### config.mk
export PLATFORM = sky130hd
export DESIGN_NAME = encoder_position_ctrl_flat
export DESIGN_NICKNAME = d
export VERILOG_FILES = /design/src/rtl/encoder_position_ctrl_if.sv /design/src/rtl/encoder_position_ctrl.sv /design/src/flat_wrapper.sv
export SDC_FILE = /design/constraint.sdc
export NUM_CORES = 1
export LEC_CHECK = 0
export ABC_AREA = 1
export BUFFER_PORTS_ARGS = -buffer_cell sky130_fd_sc_hd__buf_2
export CAP_MARGIN = 10
export CORE_UTILIZATION = 40
export DETAILED_ROUTE_END_ITERATION = 10
export PLACE_DENSITY_LB_ADDON = 0.15
export SETUP_SLACK_MARGIN = 0.3
export SYNTH_ARGS = -nofsm -noshare
export SYNTH_HDL_FRONTEND = slang
export SYNTH_SLANG_ARGS = --single-unit
### constraint.sdc
create_clock -name clk -period 4.8 [get_ports clk]
set_input_delay 0.96 -clock clk [delete_from_list [all_inputs] [get_ports clk]]
set_output_delay 0.96 -clock clk [all_outputs]
set_load 0.01 [all_outputs]
### src/rtl/encoder_position_ctrl_if.sv
// Move-command handshake between a position requester and the positioning sequencer.
// The master offers a signed target; the slave accepts it on cmd_valid & cmd_ready.
interface encoder_position_ctrl_if #(
  parameter int POS_W = 16
);
  logic                    cmd_valid;
  logic                    cmd_ready;
  logic signed [POS_W-1:0] cmd_target;

  modport master (output cmd_valid, output cmd_target, input cmd_ready);
  modport slave  (input cmd_valid, input cmd_target, output cmd_ready);
endinterface

### src/rtl/encoder_position_ctrl.sv
// Closed-loop positioning sequencer: tracks encoder steps, drives the motor bridge toward a
// commanded target, waits for the count to settle, and faults if the encoder stops stepping.
module encoder_position_ctrl #(
  parameter int POS_W      = 16,
  parameter int DEADBAND   = 0,
  parameter int SETTLE_CYC = 8,
  parameter int STALL_CYC  = 1000
) (
  input  logic                    clk,
  input  logic                    rst_n,
  encoder_position_ctrl_if.slave  cmd,
  input  logic [1:0]              dir_i,
  input  logic                    cmd_abort_i,
  input  logic                    zero_i,
  input  logic                    fault_clr_i,
  output logic signed [POS_W-1:0] pos_o,
  output logic                    motor_fwd_o,
  output logic                    motor_rev_o,
  output logic                    busy_o,
  output logic                    done_o,
  output logic                    fault_o
);

  localparam int STALL_W  = $clog2(STALL_CYC + 1);
  localparam int SETTLE_W = $clog2(SETTLE_CYC + 1);

  typedef enum logic [1:0] {IDLE, MOVE, SETTLE, FAULT} state_e;

  state_e                  state_q, state_d;
  logic signed [POS_W-1:0] pos_q, pos_d;
  logic signed [POS_W-1:0] target_q, target_d;
  logic [STALL_W-1:0]      stallCnt_q, stallCnt_d;
  logic [SETTLE_W-1:0]     settleCnt_q, settleCnt_d;
  logic                    motorFwd_q, motorFwd_d;
  logic                    motorRev_q, motorRev_d;
  logic                    busy_q, busy_d;
  logic                    done_q, done_d;
  logic                    fault_q, fault_d;

  logic                    step;
  logic                    cmdReady;
  logic signed [POS_W:0]   err;
  logic [POS_W:0]          errMag;
  logic                    onTarget;
  logic                    errPos;

  assign step     = dir_i[0] ^ dir_i[1];
  assign cmdReady = (state_q == IDLE) && !cmd_abort_i;
  assign cmd.cmd_ready = cmdReady;

  // Error is taken one bit wider than the count so extreme target/position pairs cannot overflow.
  assign err      = {target_q[POS_W-1], target_q} - {pos_d[POS_W-1], pos_d};
  assign errMag   = err[POS_W] ? $unsigned(-err) : $unsigned(err);
  assign onTarget = (errMag <= (POS_W+1)'(DEADBAND));
  assign errPos   = !err[POS_W] && (err != '0);

  always_comb begin
    pos_d = pos_q;
    if ((state_q == IDLE) && zero_i) begin
      pos_d = '0;
    end else if (dir_i == 2'b01) begin
      pos_d = pos_q + POS_W'(1);
    end else if (dir_i == 2'b10) begin
      pos_d = pos_q - POS_W'(1);
    end
  end

  always_ff @(posedge clk or negedge rst_n) begin
    if (!rst_n) begin
      state_q     <= IDLE;
      pos_q       <= '0;
      target_q    <= '0;
      stallCnt_q  <= '0;
      settleCnt_q <= '0;
      motorFwd_q  <= 1'b0;
      motorRev_q  <= 1'b0;
      busy_q      <= 1'b0;
      done_q      <= 1'b0;
      fault_q     <= 1'b0;
    end else begin
      state_q     <= state_d;
      pos_q       <= pos_d;
      target_q    <= target_d;
      stallCnt_q  <= stallCnt_d;
      settleCnt_q <= settleCnt_d;
      motorFwd_q  <= motorFwd_d;
      motorRev_q  <= motorRev_d;
      busy_q      <= busy_d;
      done_q      <= done_d;
      fault_q     <= fault_d;
    end
  end

  // Abort outranks everything in MOVE/SETTLE; FAULT only leaves on fault_clr.
  always_comb begin
    state_d     = state_q;
    target_d    = target_q;
    stallCnt_d  = stallCnt_q;
    settleCnt_d = settleCnt_q;
    unique case (state_q)
      IDLE: begin
        if (cmd.cmd_valid && cmdReady) begin
          state_d     = MOVE;
          target_d    = cmd.cmd_target;
          stallCnt_d  = '0;
          settleCnt_d = '0;
        end
      end
      MOVE: begin
        if (cmd_abort_i) begin
          state_d = IDLE;
        end else if (onTarget) begin
          state_d     = SETTLE;
          settleCnt_d = '0;
        end else if (step) begin
          stallCnt_d = '0;
        end else if (stallCnt_q == STALL_W'(STALL_CYC - 1)) begin
          state_d = FAULT;
        end else begin
          stallCnt_d = stallCnt_q + STALL_W'(1);
        end
      end
      SETTLE: begin
        if (cmd_abort_i) begin
          state_d = IDLE;
        end else if (!onTarget) begin
          state_d     = MOVE;
          settleCnt_d = '0;
          stallCnt_d  = '0;
        end else if (settleCnt_q == SETTLE_W'(SETTLE_CYC - 1)) begin
          state_d = IDLE;
        end else begin
          settleCnt_d = settleCnt_q + SETTLE_W'(1);
        end
      end
      FAULT: begin
        if (fault_clr_i) begin
          state_d = IDLE;
        end
      end
      default: state_d = IDLE;
    endcase
  end

  // A freshly latched target is not yet in err, so drive only once MOVE continues or resumes;
  // the opposite enable must be low for a cycle before a new one asserts.
  always_comb begin
    motorFwd_d = 1'b0;
    motorRev_d = 1'b0;
    if ((state_d == MOVE) && (state_q != IDLE)) begin
      if (errPos) begin
        motorFwd_d = !motorRev_q;
      end else begin
        motorRev_d = !motorFwd_q;
      end
    end
    done_d  = (state_q == SETTLE) && (state_d == IDLE) && !cmd_abort_i;
    fault_d = (state_d == FAULT);
    busy_d  = (state_d == MOVE) || (state_d == SETTLE);
  end

  assign pos_o       = pos_q;
  assign motor_fwd_o = motorFwd_q;
  assign motor_rev_o = motorRev_q;
  assign busy_o      = busy_q;
  assign done_o      = done_q;
  assign fault_o     = fault_q;

endmodule

### src/flat_wrapper.sv
// flat-port wrapper written by rule: the top's interface ports become plain ports
module encoder_position_ctrl_flat 
#(
  parameter int POS_W      = 16,
  parameter int DEADBAND   = 0,
  parameter int SETTLE_CYC = 8,
  parameter int STALL_CYC  = 1000
)
  (clk, rst_n, dir_i, cmd_abort_i, zero_i, fault_clr_i, pos_o, motor_fwd_o, motor_rev_o, busy_o, done_o, fault_o, cmd_cmd_valid, cmd_cmd_target, cmd_cmd_ready);
  encoder_position_ctrl_if #(.POS_W(POS_W)) cmd_i ();
  input  logic clk;
  input  logic rst_n;
  input  logic [1:0] dir_i;
  input  logic cmd_abort_i;
  input  logic zero_i;
  input  logic fault_clr_i;
  output logic signed [POS_W-1:0] pos_o;
  output logic motor_fwd_o;
  output logic motor_rev_o;
  output logic busy_o;
  output logic done_o;
  output logic fault_o;
  input wire logic [$bits(cmd_i.cmd_valid)-1:0] cmd_cmd_valid;
  input wire logic [$bits(cmd_i.cmd_target)-1:0] cmd_cmd_target;
  output wire logic [$bits(cmd_i.cmd_ready)-1:0] cmd_cmd_ready;
  assign cmd_i.cmd_valid = cmd_cmd_valid;
  assign cmd_i.cmd_target = cmd_cmd_target;
  assign cmd_cmd_ready = cmd_i.cmd_ready;
  encoder_position_ctrl #(.POS_W(POS_W), .DEADBAND(DEADBAND), .SETTLE_CYC(SETTLE_CYC), .STALL_CYC(STALL_CYC)) u_core (.clk(clk), .rst_n(rst_n), .cmd(cmd_i), .dir_i(dir_i), .cmd_abort_i(cmd_abort_i), .zero_i(zero_i), .fault_clr_i(fault_clr_i), .pos_o(pos_o), .motor_fwd_o(motor_fwd_o), .motor_rev_o(motor_rev_o), .busy_o(busy_o), .done_o(done_o), .fault_o(fault_o));
endmodule
==> results of run 1 <==
## cell usage after synthesis (6+ instances only)
| master | number |
|---|---|
| nand2_1 | 274 |
| inv_1 | 127 |
| nor2_1 | 79 |
| nand3_1 | 70 |
| dfrtp_1 | 53 |
| ha_1 | 26 |
| nand4_1 | 26 |
| nand2_2 | 24 |
| nor3_1 | 23 |
| a21oi_1 | 19 |
| o21ai_0 | 18 |
| inv_2 | 9 |
| nand3_2 | 9 |
| clkbuf_1 | 7 |
| xor2_1 | 7 |
| nor2_4 | 6 |
## flip-flops by register name, summed over array words and instances, names as in the netlist, 2 cells and up
register            count
u_core.settleCnt_q      4
u_core.stallCnt_q      10
u_core.target_q        16
u_core.state_q          2
u_core.pos_o           16
## report_power, final
group | leakage [nW] | switching (mW) | internal (mW) | total [mW]
logic | 3.10 | 1.71 | 1.36 | 3.07
clock network | 0.0706 | 0.169 | 0.192 | 0.361
registers | 0.703 | 0.0626 | 0.503 | 0.565
total | 3.88 | 1.94 | 2.05 | 4.00
## layout make-up
type | instances | area share
clock buffer | 6 | 0.0177
clock inverter | 2 | 0.00138
inverter | 136 | 0.0734
multi-input combinational | 630 | 0.516
sequential | 53 | 0.183
tap | 172 | 0.0296
timing repair buffer | 174 | 0.179
## worst max path at each step
stage,slack (ns),to,startpoint
2_1_floorplan,0.008,u_core.motor_rev_o,dir_i[1]
3_3_place_gp,-0.64,u_core.motor_rev_o,dir_i[0]
3_5_place_dp,-0.71,u_core.motor_rev_o,dir_i[0]
4_1_cts,-0.18,u_core.motor_rev_o,dir_i[0]
5_1_grt,-0.39,u_core.motor_rev_o,dir_i[0]
6_report,-0.20,u_core.motor_rev_o,dir_i[0]
## what timing repair did
action,in CTS,in global routing
setup endpoints to repair,21,21
resized for setup,48,76
setup buffers,15,10
endpoints found under the hold margin,0,0
pin swaps,29,37
cloned,3,0
## through the flow
stage	instances	power (mW)	instance area [um^2]	hold WS [ns]	setup WS, ns
2_1_floorplan	829	2.09	5240	0.455	0.00762
3_5_place_dp	1137	3.01	6390	0.431	-0.708
6_report	1173	4.00	7260	0.450	-0.202
4_1_cts	1163	3.67	6890	0.439	-0.184
5_1_grt	1173	4.35	7260	0.467	-0.390
3_3_place_gp	1137	3.02	6390	0.436	-0.643
## worst register-to-register path, delay by kind of cell (launching register included)
kind | cells | cell delay, ns
adder cells (fa/ha/maj) | 3 | 0.68
buffers and inverters | 8 | 0.53
AO/OA/AOI/OAI | 3 | 0.37
flip-flops | 1 | 0.46
AND/OR/NAND/NOR | 25 | 2.56
## logic make-up (layout without fill, tap and decap cells)
| logic type | count (synthesis) | in the layout | synth area share |
|---|---|---|---|
| AO/OA/AOI/OAI | 52 | 52 | 0.0600 |
| flip-flops | 53 | 53 | 0.259 |
| XOR/XNOR | 8 | 8 | 0.0137 |
| buffers and inverters | 149 | 318 | 0.114 |
| adder cells (fa/ha/maj) | 27 | 27 | 0.0673 |
| AND/OR/NAND/NOR | 540 | 543 | 0.487 |
## routing by layer
metal | vias up | wire length, um
met5 | - | 0
met3 | 18 | 512
met2 | 100 | 6760
met4 | 0 | 212
li1 | 2978 | -
met1 | 2578 | 7600
==> parameters.txt, run 1 <==
Parameter                              Value

Critical path
  Dominant cell type by count on the critical path    nand2_2
  Kind of start point of the critical path    input pin
  Maximum fanout encountered on the critical timing path    8
  Number of logic stages on the critical path including buffering    35
  Worst setup slack for register-to-register paths    0.08 ns
  Path depth of the worst reg2reg path    39
  Cell class contributing the biggest share of worst-path delay    simple AND/OR/NAND/NOR gates
  Crit path buf inv count    9
  Classification of the worst setup path    input pin to flop
  Reg-to-reg endpoint    u_core.motor_rev_o
  Worst path arrival time    5.18 ns
  Crit end category    flop
  Data required time at the worst endpoint    4.98 ns
  Biggest cell delay along the critical path    0.33 ns
  Worst-path cell with the longest stage delay    o41ai_4
  FF-to-FF Start    u_core.pos_o[1]

Placed design
  Placer Congestion    0.946
  # port buffers    45
  Final HPWL DP    11.2 mm

Min path
  Number of cells on the worst hold path    1
  Worst hold path class    flop to flop
  Worst Min Path Start    u_core.motor_rev_o
  Worst hold endpoint    u_core.motor_fwd_o

Yosys
  Portion of the post-synthesis area used by sequential elements    0.259
  Cells taking the most area after synthesis    dfrtp_1 26%, nand2_1 20%, inv_1 9.3%
  Number of cells produced by synthesis    829
  Number of flops mapped to enable cells by yosys    0
  Number of nets produced by synthesis    880
  Count of different cell masters after synthesis    42
  Async S/R FF share, synth    1.00
  Largest area contributor in the synthesized netlist    dfrtp_1
  Avg Inst Size Synth    6.19 um^2
  Top flip-flop cell by instance count after synthesis    dfrtp_1
  Number of synthesized register bits    53
  Number of warning messages in the yosys log    0
  Area share of the leading cell type in the synthesized netlist    0.259
  Netlist area before placement    5130 um^2

Timing
  Worst slew slack as a fraction of its limit    0.498
  Maximum operating frequency    200 MHz
  Transition time of the tightest slew-check pin    0.752 ns
  Final number of hold-violating endpoints    0
  Slew Viols, Final    0
  Final setup slack of the worst path    -0.202 ns
  Final-layout setup total negative slack    -2.75 ns
  Time the worst path needs with I/O delays and setup    5.00 ns
  Share of the clock period used by the worst path    1.04
  Setup clock skew after layout    0.00702 ns
  Final setup violation count    20
  RSZ-0062 raised after global routing    true

CTS
  Number of buffers added by the clock tree synthesis step    5
  Max Buffers Root-to-Sink    2
  H-tree Lvls    2
  Root buffer cell    clkbuf_16
  Clock-pin slew on the worst setup and hold paths    0.06 ns
  CTS tree    built
  Clock latency on the worst-skew pair    0.30 ns
  Hold Buf Count CTS    0
  Sinks on Clock Net    53

Final layout
  Diode insertion count for antenna repair    0
  NumNets Final    1051
  Most used cells in the layout excluding fill and tap cells    259 x nand2_1, 114 x inv_1, 110 x buf_4, 63 x nor2_1, 57 x nand3_1
  Storage element area    1330 um^2
  Fraction of layout instances using a drive strength above 1    0.332
  Most common cell after layout, fill and taps aside    nand2_1
  Area growth, synth to finish    41.6%
  Area taken by multi-input logic gates    3750 um^2
  Final core utilization    0.578
  Number of fill cells in the layout    1211

Flow run
  Max Cap Violations    0

Floorplanning
  Row count    41
  Vertical extent of the die    115 um
  Core area    12600 um^2
  Width of the die    115 um
  Number of I/O pins    46
  Initial cell density of the core    0.408
  Die area    13300 um^2

Power and ir drop
  Areal power density over the cells    550 nW/um^2
  Leakage Power    3.88 nW
  Maximum resistive drop on vdd    242 uV

Detailed routing
  Number of detailed-routing iterations run before antenna repair    6
  Remaining antenna violation count    0
  DRC violation total after the first TritonRoute iteration    314
  Via count normalized by instance count    4.84
  Number of vias in the routed layout    5674
  Routed wire length per instance    12.9 um
  Post-detailed-route DRC marker count    0
  Routed Wire Length    15.1 mm

Global routing
  Total global routing track utilization    0.237
  Maximum number of pins on one net before global-route repair    54
  Number of global-route vias before repair    5286
  GR Layer Usage met3    0.0290
  Total congestion overflow    0
  Global-route wire length before repair    24.7 mm
  Peak-usage layer in the global routing report    met2
  Initial antenna violation count    0
  Global routing met1 resource utilization    0.333
  Met2 Resource Use GR    0.385

Status
  Failing checks    negative setup slack
  Outcome    finished, violations left
Note: power is estimated with default switching activity, not from simulation.
==> inputs of run 2 (changes only) <==
CELL_PAD_IN_SITES_DETAIL_PLACEMENT = 0   (was not set)
CELL_PAD_IN_SITES_GLOBAL_PLACEMENT = 1   (was not set)
CORE_UTILIZATION = 39   (was 40)
==> parameters.txt, run 2 (same netlist as run 1, synthesis figures left out) <==
Parameter                              Value

Flow run
  Max Cap Violations    0

Final layout
  Fraction of layout instances using a drive strength above 1    0.349
  Area growth, synth to finish    43.7%
  NumNets Final    1052
  Number of fill cells in the layout    1257
  Post-Layout Inst Area    7370 um^2
  Most used cells in the layout excluding fill and tap cells    249 x nand2_1, 116 x inv_1, 116 x buf_4, 63 x nor2_1, 56 x nand3_1
  Most common cell after layout, fill and taps aside    nand2_1
  Storage element area    1330 um^2
  Area taken by multi-input logic gates    3810 um^2
  Diode insertion count for antenna repair    0

Global routing
  Number of global-route vias before repair    5401
  Maximum number of pins on one net before global-route repair    54
  Met2 Resource Use GR    0.382
  Peak-usage layer in the global routing report    met2
  GR Layer Usage met3    0.0317
  Initial antenna violation count    0
  Total congestion overflow    0
  Global routing met1 resource utilization    0.344
  Total global routing track utilization    0.240
  Global-route wire length before repair    25.7 mm

Floorplanning
  Number of I/O pins    46
  Core area    12700 um^2
  Initial cell density of the core    0.403
  Vertical extent of the die    117 um
  Die area    13600 um^2
  Width of the die    117 um
  Row count    41

Critical path
  Crit end category    flop
  Setup crit end    u_core.motor_rev_o
  Biggest cell delay along the critical path    0.41 ns
  Classification of the worst setup path    input pin to flop
  Dominant cell type by count on the critical path    nand2_4
  Maximum fanout encountered on the critical timing path    9
  Data required time at the worst endpoint    4.98 ns
  Worst setup slack for register-to-register paths    0.06 ns
  Number of logic stages on the critical path including buffering    37
  FF-to-FF Start    u_core.pos_o[0]
  Cell class contributing the biggest share of worst-path delay    simple AND/OR/NAND/NOR gates
  Worst path arrival time    5.09 ns
  Kind of start point of the critical path    input pin
  Crit path buf inv count    10
  Path depth of the worst reg2reg path    35
  Worst-path cell with the longest stage delay    or3_4
  Critical path startpoint    dir_i[1]
  Reg-to-reg endpoint    u_core.motor_rev_o

Timing
  Share of the clock period used by the worst path    1.02
  Setup clock skew after layout    0.0112 ns
  Final setup violation count    6
  Final number of hold-violating endpoints    0
  Final setup slack of the worst path    -0.111 ns
  Worst slew slack as a fraction of its limit    0.470
  Time the worst path needs with I/O delays and setup    4.91 ns
  Slew Viols, Final    0
  RSZ-0062 raised after global routing    true
  Transition time of the tightest slew-check pin    0.793 ns
  Maximum operating frequency    204 MHz

Detailed routing
  Routed Wire Length    15.7 mm
  Number of vias in the routed layout    5713
  DRC violation total after the first TritonRoute iteration    422
  Number of detailed-routing iterations run before antenna repair    5
  Via count normalized by instance count    4.87
  Post-detailed-route DRC marker count    0
  Remaining antenna violation count    0
  Routed wire length per instance    13.4 um

CTS
  Sinks on Clock Net    53
  CTS tree    built
  H-tree Lvls    2
  Clock latency on the worst-skew pair    0.30 ns
  Number of buffers added by the clock tree synthesis step    5
  Max Buffers Root-to-Sink    2
  Clock-pin slew on the worst setup and hold paths    0.06 ns
  Root buffer cell    clkbuf_16

Placed design
  # port buffers    45
  Final HPWL DP    12.2 mm
  Instance area at placement    6430 um^2
  Placer Congestion    0.911

Status
  Outcome    finished, violations left
  Failing checks    negative setup slack

Power and ir drop
  Final total power    4.19 mW
  Areal power density over the cells    568 nW/um^2
  Maximum resistive drop on vdd    462 uV
  Leakage Power    3.92 nW

Min path
  Worst hold path class    flop to flop
-- run 2: cell count changes in the layout (fill, tap and decap cells not counted), moves of 5 or more --
cell,previous run,this run
nand2_1,259,249
buf_4,110,116
nand2_2,33,39
nand2_4,9,15
buf_6,18,13
-- run 2: through the flow --
| step | setup TNS, ns | setup WS (ns) | hold WS [ns] | std cells | util |
|---|---|---|---|---|---|
| after floorplan | 0 | 0.00762 | 0.455 | 829 | - |
| after global placement | -10.47 | -0.609 | 0.434 | 1143 | 0.506 |
| after detailed placement | -11.39 | -0.690 | 0.444 | 1143 | 0.506 |
| after CTS | -0.172 | -0.0782 | 0.450 | 1162 | 0.547 |
| after global routing | -5.32 | -0.399 | 0.481 | 1174 | 0.580 |
| final | -0.344 | -0.111 | 0.462 | 1174 | 0.580 |
-- run 2: area by class of cell --
class / count / area share
Clock buffer: 7 / 0.0193
Clock inverter: 1 / 0.00407
Inverter: 136 / 0.0716
Multi-Input combinational cell: 629 / 0.517
Sequential cell: 53 / 0.180
Tap cell: 172 / 0.0292
Timing Repair Buffer: 176 / 0.178
-- run 2: worst min-delay path by stage --
stage	startpoint	to	slack [ns]	cells after the start
2_1_floorplan	u_core.target_q[10]	u_core.target_q[10]	0.46	2
3_5_place_dp	u_core.motor_rev_o	u_core.motor_fwd_o	0.44	1
3_3_place_gp	u_core.motor_rev_o	u_core.motor_fwd_o	0.43	1
6_report	u_core.motor_rev_o	u_core.motor_fwd_o	0.46	1
4_1_cts	u_core.motor_rev_o	u_core.motor_fwd_o	0.45	1
5_1_grt	u_core.motor_fwd_o	u_core.motor_rev_o	0.48	1
-- run 2: repair_timing --
action	in CTS	in global routing
buffers inserted	9	11
hold buffers	0	0
endpoints found under the setup margin	21	21
cloned	2	1
pin swaps	7	13
gates resized for setup	61	81
-- run 2: worst reg2reg max path: cells and delay by family (launching register included) --
| kind | cells | cell delay [ns] |
|---|---|---|
| AOI/OAI and AO/OA | 2 | 0.33 |
| buffers and inverters | 7 | 0.54 |
| DFF | 1 | 0.42 |
| adders and majority gates | 2 | 0.45 |
| and+or+nand+nor | 24 | 2.88 |
-- run 2: power by group --
group	internal (mW)	total [mW]	switching, mW
Combinational	1.42	3.19	1.77
Sequential	0.504	0.567	0.0638
Clock	0.261	0.432	0.171
Total	2.18	4.19	2.01
-- run 2: layer usage --
metal | routed length, um | part of all wire
met5 | 0 | 0
met4 | 159 | 0.010
met3 | 490 | 0.031
met2 | 7070 | 0.45
met1 | 7990 | 0.51
==> inputs of run 3 (changes only) <==
ABC_AREA = not set   (was 1)
CORE_UTILIZATION = 40   (was 39)
==> parameters.txt, run 3 <==
Parameter                              Value

Status
  Outcome    finished, violations left
  Failing checks    negative setup slack

Critical path
  Worst path arrival time    5.70 ns
  Worst setup slack for register-to-register paths    -0.38 ns
  Crit end category    flop
  Kind of start point of the critical path    input pin
  FF-to-FF Start    u_core.pos_o[0]
  Classification of the worst setup path    input pin to flop
  Critical path startpoint    dir_i[1]
  Reg-to-reg endpoint    u_core.motor_fwd_o
  Maximum fanout encountered on the critical timing path    5
  Setup crit end    u_core.motor_fwd_o
  Data required time at the worst endpoint    5.03 ns
  Path depth of the worst reg2reg path    26

Power and ir drop
  Leakage Power    2.86 nW
  Maximum resistive drop on vdd    289 uV
  Areal power density over the cells    521 nW/um^2

Global routing
  Initial antenna violation count    0
  Total global routing track utilization    0.236
  Global-route wire length before repair    21.2 mm
  Maximum number of pins on one net before global-route repair    54
  Number of global-route vias before repair    4496
  Total congestion overflow    0

Yosys
  Number of warning messages in the yosys log    0
  Number of nets produced by synthesis    560
  Count of different cell masters after synthesis    79
  Number of synthesized register bits    53
  Netlist area before placement    4350 um^2
  Most frequent cell after synthesis    dfrtp_1
  Async S/R FF share, synth    1.00
  Avg Inst Size Synth    8.54 um^2
  Cells taking the most area after synthesis    dfrtp_1 31%, ha_1 7.5%, mux2_2 4.1%
  Number of flops mapped to enable cells by yosys    0
  Mux cell area share after synthesis    0.0507
  Post-synthesis xor/xnor area fraction    0.0642
  Largest area contributor in the synthesized netlist    dfrtp_1
  Top flip-flop cell by instance count after synthesis    dfrtp_1
  Number of cells produced by synthesis    509
  Dominant combinational cell family by area after synthesis    simple AND/OR/NAND/NOR gates
  Synthesized-area fraction occupied by and/or/nand/nor cells    0.230
  Portion of the post-synthesis area used by sequential elements    0.305
  Cell types with the highest counts after synthesis    53 x dfrtp_1, 46 x nand2_1, 39 x nor2_1
  Fraction of the mapped netlist area in compound gates    0.229
  Adder and majority cell fraction of the synthesized area    0.0794
  Area share of the leading cell type in the synthesized netlist    0.305

Floorplanning
  Vertical extent of the die    106 um
  Core area    10400 um^2
  Initial cell density of the core    0.417
  Number of I/O pins    46
  Row count    37
  Die area    11300 um^2
  Width of the die    106 um

Timing
  Setup clock skew after layout    0.0118 ns
  Slew Viols, Final    0
  Final setup slack of the worst path    -0.677 ns
  Final setup violation count    21
  Share of the clock period used by the worst path    1.14
  RSZ-0062 raised after global routing    true
  Transition time of the tightest slew-check pin    0.879 ns
  Time the worst path needs with I/O delays and setup    5.48 ns
  Worst slew slack as a fraction of its limit    0.414
  Maximum operating frequency    183 MHz
  Final number of hold-violating endpoints    0

Final layout
  Most used cells in the layout excluding fill and tap cells    125 x buf_4, 53 x dfrtp_1, 45 x nand2_1, 43 x buf_2, 35 x nor2_1
  Most common cell after layout, fill and taps aside    buf_4
  NumNets Final    730
  Fraction of layout instances using a drive strength above 1    0.431
  Final standard cell count with taps included and fillers excluded    816
  Area growth, synth to finish    45.1%
  Diode insertion count for antenna repair    0
  Final core utilization    0.606

CTS
  Max Buffers Root-to-Sink    2
  Clock latency on the worst-skew pair    0.32 ns
  H-tree Lvls    2
  Root buffer cell    clkbuf_8
  Sinks on Clock Net    53
  Clock-pin slew on the worst setup and hold paths    0.09 ns
  CTS tree    built
  Hold Buf Count CTS    0
  Number of buffers added by the clock tree synthesis step    5

Detailed routing
  Post-detailed-route DRC marker count    0
  DRC violation total after the first TritonRoute iteration    250
  Number of vias in the routed layout    4428
  Routed Wire Length    12.8 mm
  Number of detailed-routing iterations run before antenna repair    4
  Routed wire length per instance    15.6 um
  Remaining antenna violation count    0
  Via count normalized by instance count    5.43

Flow run
  Max Cap Violations    0

Placed design
  # port buffers    45
  Placer Congestion    0.889
  Pre-CTS WS    -1.25 ns
  Cell count after placement    786
  Final HPWL DP    9.65 mm

Min path
  Worst hold path class    flop to flop
  Worst Min Path Start    u_core.motor_fwd_o
## run 3: routing by layer
metal / share of wire / wire length (um) / GRT usage / up-vias
li1: - / - / - / 2203
met4: 0.022 / 277 / 0.0804 / 0
met3: 0.029 / 364 / 0.0331 / 21
met5: 0 / 0 / 0 / -
met2: 0.48 / 6180 / 0.410 / 81
met1: 0.47 / 5940 / 0.299 / 2123
## run 3: cell type report
cell class                 instances  area (um^2)
fill                             938         4110
inverter                          31          129
clock inverter                     1         30.0
multi-input combinational        410         3280
clock buffer                       7         86.3
sequential                        53         1330
tap                              136          170
timing repair buffer             178         1280
## run 3: logic make-up after synthesis
kind of cell	after synthesis
AND/OR/NAND/NOR	193
AO/OA/AOI/OAI	139
flip-flops	53
buffers and inverters	46
XOR/XNOR	31
adder cells (fa/ha/maj)	27
multiplexers	20
## run 3: repair_timing
action                                  4_1_cts  5_1_grt
pin swaps                                    27       14
setup buffers                                15        7
gates resized for setup                      41       24
endpoints found under the setup margin       21       21
## run 3: worst max-delay path, stage by stage
cell       delay, ns
buf_12          0.10
inv_12          0.03
ha_4            0.14
nand2b_4        0.14
or3_4           0.35
nor4_4          0.16
a41oi_2         0.11
a21oi_2         0.17
xnor2_1         0.08
or2_4           0.27
ha_4            0.27
nor3_1          0.17
o21ai_0         0.12
o22ai_1         0.24
o2111ai_2       0.19
or2_4           0.27
buf_4           0.16
nor4_1          0.56
a2111oi_4       0.12
nand3_2         0.18
o21ai_2         0.10
a31oi_2         0.22
a21o_1          0.15
ha_2            0.18
o21ai_2         0.06
nor4_2          0.20
## run 3: worst min path at each step
stage | slack (ns) | to | cells past startpoint
2_1_floorplan | 0.48 | u_core.motor_rev_o | 1
3_3_place_gp | 0.41 | u_core.motor_rev_o | 1
3_5_place_dp | 0.44 | u_core.motor_fwd_o | 1
4_1_cts | 0.45 | u_core.motor_fwd_o | 1
5_1_grt | 0.48 | u_core.motor_rev_o | 1
6_report | 0.45 | u_core.motor_rev_o | 1
## run 3: stage by stage
step	TNS (ns)	instance area (um^2)	power [mW]	hold slack, ns
2_1_floorplan	-13.81	4540	1.78	0.476
3_3_place_gp	-22.04	5670	2.65	0.415
3_5_place_dp	-23.29	5670	2.67	0.435
4_1_cts	-11.57	6130	3.19	0.450
5_1_grt	-17.54	6310	3.54	0.477
6_report	-12.45	6310	3.29	0.447
## run 3: power by group
part           total, mW  internal (mW)  switching, mW
logic               2.39           1.21           1.18
clock network      0.321          0.170          0.151
registers          0.572          0.507         0.0654
total               3.29           1.89           1.40
